<file path="src/rtl/pc_fetch_unit.sv">
// Program counter and single-outstanding instruction-fetch sequencer.
// Wrong-path responses are dropped via a flush flag and a pending redirect address.
module pc_fetch_unit #(
    parameter logic [31:0] RESET_PC    = 32'h0000_0000,
    parameter int unsigned INSTR_BYTES = 4
) (
    input  logic        clk,
    input  logic        rst,
    input  logic        branch_taken,
    input  logic [31:0] branch_target,
    output logic        imem_req,
    output logic [31:0] imem_addr,
    input  logic        imem_gnt,
    input  logic        imem_rvalid,
    input  logic [31:0] imem_rdata,
    output logic        instr_valid,
    output logic [31:0] instr,
    output logic [31:0] instr_pc,
    input  logic        instr_ready
);

    typedef enum logic [1:0] {IDLE, REQ, WAIT, HOLD} state_t;

    localparam logic [31:0] PC_STEP = 32'(INSTR_BYTES);

    state_t      state;
    logic [31:0] pc;
    logic [31:0] redir_pc;
    logic        flush;
    logic [31:0] tgt;

    assign tgt = {branch_target[31:2], 2'b00};

    // pc only moves outside REQ, so the address stays stable until granted
    assign imem_req  = (state == REQ);
    assign imem_addr = pc;

    always_ff @(posedge clk or posedge rst) begin
        if (rst) begin
            state       <= IDLE;
            pc          <= RESET_PC;
            redir_pc    <= RESET_PC;
            flush       <= 1'b0;
            instr_valid <= 1'b0;
            instr       <= 32'h0;
            instr_pc    <= 32'h0;
        end else begin
            case (state)
                IDLE: begin
                    if (branch_taken)
                        pc <= tgt;
                    state <= REQ;
                end
                REQ: begin
                    if (branch_taken) begin
                        flush    <= 1'b1;
                        redir_pc <= tgt;
                    end
                    if (imem_gnt)
                        state <= WAIT;
                end
                WAIT: begin
                    if (imem_rvalid) begin
                        if (branch_taken) begin
                            pc    <= tgt;
                            flush <= 1'b0;
                            state <= REQ;
                        end else if (flush) begin
                            pc    <= redir_pc;
                            flush <= 1'b0;
                            state <= REQ;
                        end else begin
                            instr       <= imem_rdata;
                            instr_pc    <= pc;
                            pc          <= pc + PC_STEP;
                            instr_valid <= 1'b1;
                            state       <= HOLD;
                        end
                    end else if (branch_taken) begin
                        flush    <= 1'b1;
                        redir_pc <= tgt;
                    end
                end
                HOLD: begin
                    // a redirect kills the held instruction even if decode is ready
                    if (branch_taken) begin
                        instr_valid <= 1'b0;
                        pc          <= tgt;
                        state       <= REQ;
                    end else if (instr_ready) begin
                        instr_valid <= 1'b0;
                        state       <= REQ;
                    end
                end
                default: state <= IDLE;
            endcase
        end
    end

endmodule
</file>
<file path="config.mk">
export PLATFORM = sky130hd
export DESIGN_NAME = pc_fetch_unit
export DESIGN_NICKNAME = d
export VERILOG_FILES = /design/src/rtl/pc_fetch_unit.sv
export SDC_FILE = /design/constraint.sdc
export NUM_CORES = 1
export LEC_CHECK = 0
export ABC_AREA = 1
export CELL_PAD_IN_SITES_DETAIL_PLACEMENT = 1
export CELL_PAD_IN_SITES_GLOBAL_PLACEMENT = 1
export CORE_ASPECT_RATIO = 0.6
export CORE_MARGIN = 3
export CORE_UTILIZATION = 36
export DETAILED_ROUTE_END_ITERATION = 12
export PLACE_DENSITY_LB_ADDON = 0.1
export REMOVE_ABC_BUFFERS = 1
export SLEW_MARGIN = 0
export SYNTH_ARGS = -nofsm -noshare
export SYNTH_HDL_FRONTEND = slang
export SYNTH_SLANG_ARGS = --single-unit
</file>
<file path="constraint.sdc">
create_clock -name clk -period 5.6 [get_ports clk]
set_input_delay 1.12 -clock clk [delete_from_list [all_inputs] [get_ports clk]]
set_output_delay 1.12 -clock clk [all_outputs]
set_load 0.02 [all_outputs]
</file>
==> impl_results.md <==
* Result of the run: complete, no violations
* Total internal power at ~3.2 mW
* Most used DFF post-synth: sky130_fd_sc_hd__dfrtp_1
* Register bit total from synthesis at 126
* Combinational Power Share at between 40% and 50%
* Std-Cell Rows at 36
* Hold crit path type: flip-flop to flip-flop
* Detailed-router iteration count before antenna repair at 5
* Clock share of power at around a fifth
* I/O pin count at 168
* Routed length per placed instance at 18.27 µm
* Initial antenna violation count at 0
* Die span in x at around 180 µm
* Gpl congestion at 0.7924
* Top routing layer used: met4
* Post-Place Cell Area at approximately 8100 µm²
* Sinks on the clock net at roughly 130
* Routed wire length on met2 at approximately 9300 µm
* Part of the Yosys area used for sequential elements at about half
* Dominant delay contributor by cell family on the critical path: buffers and inverters
* Wire length on met1 at approximately 10000 µm
* Pre-CTS WS at 1.918 ns
* Largest buffer count on any clock path at 2
* Number of hold buffers added after cts at 0
* Worst path arrival time at about 3.6 ns
* Cell with the largest stage delay on the worst path: sky130_fd_sc_hd__o21ai_4
* Area overhead of the layout relative to synthesis at 37.57%
* RSZ-0062 raised after global routing: no
* Number of design rule violations left after detail routing at 0
* Worst path required time at 5.93 ns
* CTS resizes at 0
* Max-cap viol count at 0
* Share of Yosys cell area claimed by the top area cell type at between 50% and 60%
* Fmax at about 0.3 GHz
* Dominant cell type by area after synthesis: sky130_fd_sc_hd__dfrtp_1
* Starting utilization of the core area at between 30% and 40%
* Final Instance Area at 8645 µm²
* Die boundary height at ~110 µm
* Buffers inserted by post-CTS timing repair at 0
* Total negative slack for setup checks at 0 ns
* Number of vias in the routed layout at ~5,600
* Post-detailed-placement half-perimeter wirelength at roughly 14,000 µm
* Met3 layer wire length in the routed design at ~860 µm
* Post-route antenna net violation count at 0
* Crit path max fanout at 32
* Via density per instance at around 5.0
* Period utilisation layout at between 50% and 60%
* Post-synth EDFFs at 0
* Largest cells by area after synthesis: sky130_fd_sc_hd__dfrtp_1 (50%), sky130_fd_sc_hd__nand2_1 (8.8%), sky130_fd_sc_hd__mux2_2 (5.7%)
* Sequential cell fraction of total power at a little under a third
* Power density over the cells at around 640 nW/µm²
* Via count of the first global-routing pass at approximately 6,200
* Worst min-delay path startpoint: instr_pc[18]$_DFFE_PP0P_
* Leakage power figure at between 3 and 4 nW
* First-pass GRT wire length at roughly 33,000 µm
* Final setup viols at 0
* Hold_ws at 0.4869 ns
* Final Instance Count excl. Fillers at 1,110
* Final global-route overflow total at 0
* Core area at around 17,000 µm²
* CP bufs+invs at 3
* Final worst clock skew at around 0.021 ns
* Clock root buffer master: sky130_fd_sc_hd__clkbuf_16
* Fraction of power spent switching nets at between 40% and 50%
* Reg-to-reg startpoint: state[0]$_DFFE_PP0P_
* Clock latency on the worst-skew pair at 0.42 ns
* Total power at 5.507 mW
* Endpoints failing hold at 0
* Count of pins over their slew limit at 0
* Minimum setup slack in the final design at between 2 and 2.5 ns
* Antenna cells at 0
* Overall die area at 19,130 µm²
* TritonCTS clock tree: yes
* Number of DRC markers in iteration 0 at 348
* Gate Count Post-Synth at 714
* Worst-margin pin slew at 1.054 ns
* Clock transition at path regs at 0.06 ns
* Net switching power at approximately 2.3 mW
* Number of distinct library cells after synthesis at 29
* Inserted Clock Buffers at 17
* Count of yosys warnings during synthesis at 0
* Min Clock Period, post-route at 3.306 ns
* Inst Count DP at between 1,000 and 1,500
* VDD IR-drop max at between 0.0002 and 0.00025 V
* Stage delay of the slowest cell on the critical path at 0.91 ns
* GRT Util Overall at between 20 and 25%
* Crit path kind: input pin to flip-flop
* Total wire length at ~20,000 µm
* Maximum number of pins on one net before global-route repair at 78
* Total standard cell area after synthesis at around 6300 µm²
* Cell repeated most along the worst path: sky130_fd_sc_hd__buf_4
* Mean area per synthesized cell at around 9 µm²
* Number of nets in the final layout at around 940
* Headroom to the max-slew limit at 29.71%
* Number of buffer cells added on primary ports at around 160
* Kind of capture point of the worst setup path: flip-flop
* Final core occ at between 50% and 60%
* H-tree level count at 4
* Fraction of final layout cells sized beyond drive strength 1 at a little under an eighth
* Worst Setup SP: branch_taken
* Proportion of register bits with asynchronous set or reset after synthesis at 100.0%
* List of cells traversed by the critical path: clkdlybuf4s50_1 -> o21ai_4 -> buf_4 -> buf_4 -> a21oi_1 -> a21boi_0
* Critical Path Start Type: input pin
state kept, by name, summed over array words and instances (netlist names):
register and flops:
flush 1, imem_addr 30, instr 32, instr_pc 30, instr_valid 1, redir_pc 30, state 2
metal layers:
layer	track usage, %	vias up
li1	-	2637
met1	31.01	2813
met2	35.53	129
met3	4.105	12
met4	5.098	0
met5	0	-
synth_stat cells, types with 4 or more instances:
master and number:
sky130_fd_sc_hd__buf_2 10, sky130_fd_sc_hd__o21ai_0 57, sky130_fd_sc_hd__mux2_4 20, sky130_fd_sc_hd__a21oi_1 62, sky130_fd_sc_hd__inv_1 62, sky130_fd_sc_hd__buf_4 5, sky130_fd_sc_hd__clkbuf_1 17, sky130_fd_sc_hd__a22oi_1 16
sky130_fd_sc_hd__dfrtp_1 126, sky130_fd_sc_hd__buf_6 4, sky130_fd_sc_hd__nand2_1 147, sky130_fd_sc_hd__a21boi_1 4, sky130_fd_sc_hd__mux2_2 32, sky130_fd_sc_hd__a21boi_0 5, sky130_fd_sc_hd__nor2_1 91, sky130_fd_sc_hd__nand3_1 33
sky130_fd_sc_hd__ha_1 5
cell families (layout without fill, tap and decap cells):
kind of cell | after synthesis | count (layout) | share of synthesized area [%]
AND/OR/NAND/NOR | 282 | 282 | 18.34
AO/OA/AOI/OAI | 147 | 147 | 12.82
flip-flops | 126 | 126 | 50.18
buffers and inverters | 100 | 265 | 6.949
multiplexers | 52 | 52 | 10.51
adder cells (fa/ha/maj) | 5 | 5 | 0.9956
other | 1 | 4 | 0.05968
XOR/XNOR | 1 | 1 | 0.1394
path summary, 6_finish.rpt:
kind / endpoint / slack, ns / cells after the start
max reg2reg: imem_addr[19]$_DFFE_PP0P_ / 2.92 / 8
min: instr_pc[18]$_DFFE_PP0P_ / 0.49 / 2
max: imem_addr[19]$_DFFE_PP0P_ / 2.29 / 6
min in group asynchronous: instr[6]$_DFFE_PP0P_ / 1.17 / 2
min reg2reg: instr_pc[18]$_DFFE_PP0P_ / 0.49 / 2
max in group asynchronous: instr[9]$_DFFE_PP0P_ / 3.40 / 3
power groups by stage:
stage | clock network (mW) | registers [mW] | logic (mW)
detailed placement | 0 | 1.71 | 2.73
CTS | 1.10 | 1.70 | 2.75
finish | 1.08 | 1.71 | 2.72
floorplan | 0 | 2.02 | 1.18
global route | 1.15 | 1.77 | 2.99
global placement | 0 | 1.69 | 2.61
area by class of cell:
type                    instances  area, µm²
fillers                      1932       8021
flip-flops and latches        126       3153
multi-input cells             491       2720
repair buffers                170       1679
clock buffers                  21      450.4
well taps                     228      285.3
inverters                      63      239.0
clock inverters                11      117.6
cell usage in the layout, fill, tap and decap left out, types with 4 or more instances in the layout:
cell type,count
sky130_fd_sc_hd__dfrtp_1,126
sky130_fd_sc_hd__a21boi_0,5
sky130_fd_sc_hd__buf_4,9
sky130_fd_sc_hd__conb_1,4
sky130_fd_sc_hd__o21ai_0,57
sky130_fd_sc_hd__a21oi_1,62
sky130_fd_sc_hd__clkbuf_16,17
sky130_fd_sc_hd__clkdlybuf4s50_1,161
sky130_fd_sc_hd__a21boi_1,4
sky130_fd_sc_hd__clkinv_2,5
sky130_fd_sc_hd__mux2_4,20
sky130_fd_sc_hd__nand3_1,33
sky130_fd_sc_hd__ha_1,5
sky130_fd_sc_hd__inv_1,61
sky130_fd_sc_hd__nor2_1,91
sky130_fd_sc_hd__a22oi_1,16
sky130_fd_sc_hd__nand2_1,146
sky130_fd_sc_hd__mux2_2,32
worst reg2reg max path: stages, from the launching register on:
cell	delay, ns
sky130_fd_sc_hd__dfrtp_1	0.44
sky130_fd_sc_hd__inv_1	0.07
sky130_fd_sc_hd__ha_1	0.35
sky130_fd_sc_hd__inv_1	0.11
sky130_fd_sc_hd__o21ai_4	0.75
sky130_fd_sc_hd__buf_4	0.37
sky130_fd_sc_hd__buf_4	0.25
sky130_fd_sc_hd__a21oi_1	0.07
sky130_fd_sc_hd__a21boi_0	0.19
Note: power is estimated with default switching activity, not from simulation.
